`src/rtl/neuron_mac.sv`:
```
// Q8.8 dot product of N_INPUTS x/w pairs plus bias, saturated to Q8.8; done rises 2 edges after the last accepted pair.
// Backpressure: pairs are accepted only while in_ready is high (ACC state), and in_valid gaps are allowed.
module neuron_mac #(
   parameter int N_INPUTS = 8
) (
   input  logic        clk,
   input  logic        reset,
   input  logic        start,
   input  logic        in_valid,
   input  logic [15:0] x_in,
   input  logic [15:0] w_in,
   input  logic [15:0] bias,
   output logic        in_ready,
   output logic [15:0] mac_out,
   output logic        done,
   output logic        busy
);

   localparam int ACC_W = 40;
   localparam int CNT_W = $clog2(N_INPUTS + 1);
   localparam logic signed [ACC_W-1:0] SAT_MAX = 40'sd32767;
   localparam logic signed [ACC_W-1:0] SAT_MIN = -40'sd32768;

   typedef enum logic [2:0] {IDLE, ACC, BIAS, SAT, DONE} state_t;

   state_t                   state, state_nxt;
   logic signed [ACC_W-1:0]  acc;
   logic        [CNT_W-1:0]  beat_cnt;
   logic signed [31:0]       prod;
   logic signed [ACC_W-1:0]  prod_ext;
   logic signed [ACC_W-1:0]  bias_ext;
   logic signed [ACC_W-1:0]  acc_shr;
   logic        [15:0]       sat_val;
   logic                     accept;
   logic                     last_beat;

   assign prod      = $signed(x_in) * $signed(w_in);
   assign prod_ext  = {{(ACC_W-32){prod[31]}}, prod};
   // bias is Q8.8; shift by 8 to line up with the Q16.16 products
   assign bias_ext  = {{(ACC_W-24){bias[15]}}, bias, 8'h00};
   assign acc_shr   = acc >>> 8;
   assign in_ready  = (state == ACC);
   assign accept    = in_ready && in_valid;
   assign last_beat = (beat_cnt == CNT_W'(N_INPUTS - 1));
   assign busy      = (state == ACC) || (state == BIAS) || (state == SAT);
   assign done      = (state == DONE);

   always_comb begin
      sat_val = acc_shr[15:0];
      if (acc_shr > SAT_MAX)
         sat_val = 16'h7FFF;
      else if (acc_shr < SAT_MIN)
         sat_val = 16'h8000;
   end

   always_comb begin
      state_nxt = state;
      case (state)
         IDLE:    if (start) state_nxt = ACC;
         ACC:     if (accept && last_beat) state_nxt = BIAS;
         BIAS:    state_nxt = SAT;
         SAT:     state_nxt = DONE;
         DONE:    if (start) state_nxt = ACC;
         default: state_nxt = IDLE;
      endcase
   end

   always_ff @(posedge clk or negedge reset) begin
      if (!reset)
         state <= IDLE;
      else
         state <= state_nxt;
   end

   always_ff @(posedge clk or negedge reset) begin
      if (!reset) begin
         acc      <= '0;
         beat_cnt <= '0;
         mac_out  <= '0;
      end else begin
         case (state)
            IDLE, DONE: begin
               if (start) begin
                  acc      <= '0;
                  beat_cnt <= '0;
               end
            end
            ACC: begin
               if (accept) begin
                  acc      <= acc + prod_ext;
                  beat_cnt <= beat_cnt + CNT_W'(1);
               end
            end
            BIAS:    acc     <= acc + bias_ext;
            SAT:     mac_out <= sat_val;
            default: ;
         endcase
      end
   end

endmodule

```
`config.mk`:
```
export PLATFORM = sky130hd
export DESIGN_NAME = neuron_mac
export DESIGN_NICKNAME = d
export VERILOG_FILES = /design/src/rtl/neuron_mac.sv
export SDC_FILE = /design/constraint.sdc
export NUM_CORES = 1
export LEC_CHECK = 0
export CORE_MARGIN = 3
export CORE_UTILIZATION = 60
export DETAILED_ROUTE_END_ITERATION = 7
export PLACE_DENSITY = 0.9
export SYNTH_ARGS = -nofsm -noshare
export SYNTH_HDL_FRONTEND = slang
export SYNTH_SLANG_ARGS = --single-unit
```
`constraint.sdc`:
```
create_clock -name clk -period 7.6 [get_ports clk]
set_input_delay 1.52 -clock clk [delete_from_list [all_inputs] [get_ports clk]]
set_output_delay 1.52 -clock clk [all_outputs]
set_load 0.005 [all_outputs]
```
==> metrics.yaml <==
grt-ovfl-total: 0
io_buffers: 70
ys_ff_latch: 63
dieHeight_um: 172.8
track_usage: 0.3139
yosysSeqAreaShare: 0.09448
fin_nets: 2616
period_needed_ps: 7692
ant_nets: 0
cts_buffers: 9
htree_levels: 3
fmax_mhz: 130.0
syn_area_per_cell_um2: 8.966
routed_wl_um: 50530
async_flop_share: 1.000
yosys.area.top_type: "fa_1"
final-hold-violation-count: 0
setup_violations: 4
grt_pass1_wl_um: 76690
initial_utilization: 0.6140
die-area_mm2: 0.02985
cap_viol_max_count: 0
area_delta_synth_final_pct: 19.36
synth_edf_count: 0
crit_arrival_ps: 7930
critical_path_class: "primary input to register"
drc: 2
synth_area_mm2: 0.01669
drt-initial-drc-count: 1470
routedWlPerCell_um: 20.50
violations: "design-rule violations, negative setup slack"
grt_max_degree: 64
outcome: "complete, but fails checks"
worst_pin_slew_ps: 855.0
hp-class: "register to register"
setup_slack_ps: -91.93
dp_hpwl_um: 38410
yosysWarnings: 0
syn_nets: 2391
cp-end-kind: "register"
cts_hold_buf: 0
synth_ff_type: "dfrtp_1"
cts.sinks: 63
row_count: 60
vias_per_cell: 6.074
core_mm2: 0.02718
drt-pass1-iter-count: 8
synth_cell_type_count: 70
ios: 71
clk_pin_slew_ps: 60
die_x_um: 172.8
synthTopCellsByArea: "fa_1 (40%), ha_1 (11%), dfrtp_1 (9.4%)"
drive_gt1_frac: 0.1554
required_ps: 7830
clock_skew_ps: 7.576
gp_congestion: 0.9330
slew_viol_final: 0
ctsRootBufferMaster: "clkbuf_16"
fin_hold_ws_ps: 488.1
fin_crit_sh: 1.012
worstPathMaxFanout: 6
max_slew_margin: 0.4300
tritoncts: "yes"
ys_top_cells_by_count: "inv_1 (417), fa_1 (331), nand2_1 (200)"
clk_latency_ps: 330
startpoint_type: "primary input"
antenna_found_initial: 2
cts_buffer_depth: 2
synth_most_common_cell: "inv_1"
multi_input_area_mm2: 0.01370
grt_pass1_vias: 16220
synthCells: 1861
nFillCells: 1807
vias: 14970
seq_area_mm2: 0.001577
post-synth-top-area-fraction: 0.3971
stage by stage:
step	setup TNS [ps]	worst slack [ps]	instances	instance area (um2)	utilization
finish	-245.2	-91.93	2465	19920	0.7329
CTS	0	4.183	2445	19440	0.7152
floorplan	0	66.74	1861	16690	-
global route	-1437	-218.2	2464	19910	0.7328
detailed placement	-9780	-637.4	2427	19020	0.6998
global placement	-5139	-403.0	2427	19020	0.6998
cells by family after synthesis:
logic type / synth area share
and+or+nand+nor: 0.1447
muxes: 0.003674
xor gates and xnor gates: 0.03202
AOI/OAI and AO/OA: 0.1109
buffers and inverters: 0.1069
adders and majority gates: 0.5073
DFF: 0.09448
cell usage in the layout, fill, tap and decap left out, drive strengths merged, types with 7 or more instances in the layout:
| cell type | Yosys | layout |
|---|---|---|
| dlymetal6s2s | 0 | 17 |
| a211oi | 13 | 13 |
| and3 | 7 | 7 |
| clkbuf | 51 | 17 |
| fa | 331 | 331 |
| dfrtp | 63 | 63 |
| nor2b | 8 | 8 |
| nand3 | 11 | 11 |
| a31oi | 9 | 9 |
| inv | 417 | 418 |
| o211ai | 7 | 7 |
| nand2b | 10 | 10 |
| o21bai | 8 | 8 |
| and2 | 116 | 116 |
| buf | 6 | 201 |
| nor3 | 14 | 14 |
| nor2 | 106 | 106 |
| nor4 | 7 | 7 |
| ha | 147 | 147 |
| o21ai | 71 | 71 |
| o21a | 12 | 12 |
| xnor2 | 39 | 39 |
| a221oi | 20 | 20 |
| a21o | 27 | 27 |
| o31ai | 8 | 8 |
| clkdlybuf4s50 | 0 | 39 |
| nand2 | 200 | 200 |
| nand4 | 12 | 12 |
| a21oi | 61 | 61 |
| xor2 | 22 | 22 |
worst paths after layout:
| kind | startpoint | endpoint | slack, ps | cells past startpoint |
|---|---|---|---|---|
| max in group asynchronous | reset | acc[12] | 5670 | 2 |
| min in group asynchronous | reset | beat_cnt[3] | 1380 | 2 |
| worst min-delay path | mac_out[2] | mac_out[2] | 490 | 2 |
| worst max register to register | acc[15] | acc[39] | 1960 | 20 |
| worst max-delay path | x_in[11] | acc[39] | -90 | 24 |
| worst min register to register | mac_out[2] | mac_out[2] | 490 | 2 |
layer usage:
| metal | track usage | up-vias | share of wire |
|---|---|---|---|
| met4 | 0.1922 | 0 | 0.075 |
| met1 | 0.3436 | 7400 | 0.33 |
| li1 | - | 6262 | - |
| met5 | 0 | - | 0 |
| met2 | 0.5747 | 964 | 0.52 |
| met3 | 0.04502 | 346 | 0.079 |
state kept, by name, indices dropped and copies added, names as in the netlist:
signal	count
acc	40
mac_out	16
state	3
beat_cnt	4
timing repair:
| action | 4_1_cts | 5_1_grt |
|---|---|---|
| resized for setup | 39 | 126 |
| endpoints found under the setup margin | 19 | 22 |
| hold endpoints to repair | 0 | 0 |
| gates cloned | 0 | 6 |
| pin swaps | 14 | 85 |
| setup buffers | 2 | 13 |
worst max-delay path, stage by stage:
cell and delay [ps]:
dlygate4sd2_1 400, nand2_1 200, fa_1 570, inv_1 90
fa_1 550, inv_1 70, fa_1 520, inv_1 70
fa_2 490, fa_1 520, inv_1 70, fa_1 670
inv_2 100, ha_4 250, a21oi_4 140, o211ai_1 140
a21oi_2 310, o31ai_4 120, a311oi_2 290, buf_4 160
a21o_1 180, a211oi_2 100, xnor2_1 150, o311ai_2 250
area by class of cell:
type / count / share of cell area
multi-input cells: 1324 / 0.6877
clock inverters: 7 / 0.003644
repair buffers: 271 / 0.1160
inverters: 417 / 0.07859
well taps: 372 / 0.02337
diodes: 2 / 0.0002513
clock buffers: 9 / 0.01131
flip-flops and latches: 63 / 0.07916
Power is not shown: default switching activity piles up to over one toggle a cycle in this logic, so the estimate is an artifact.
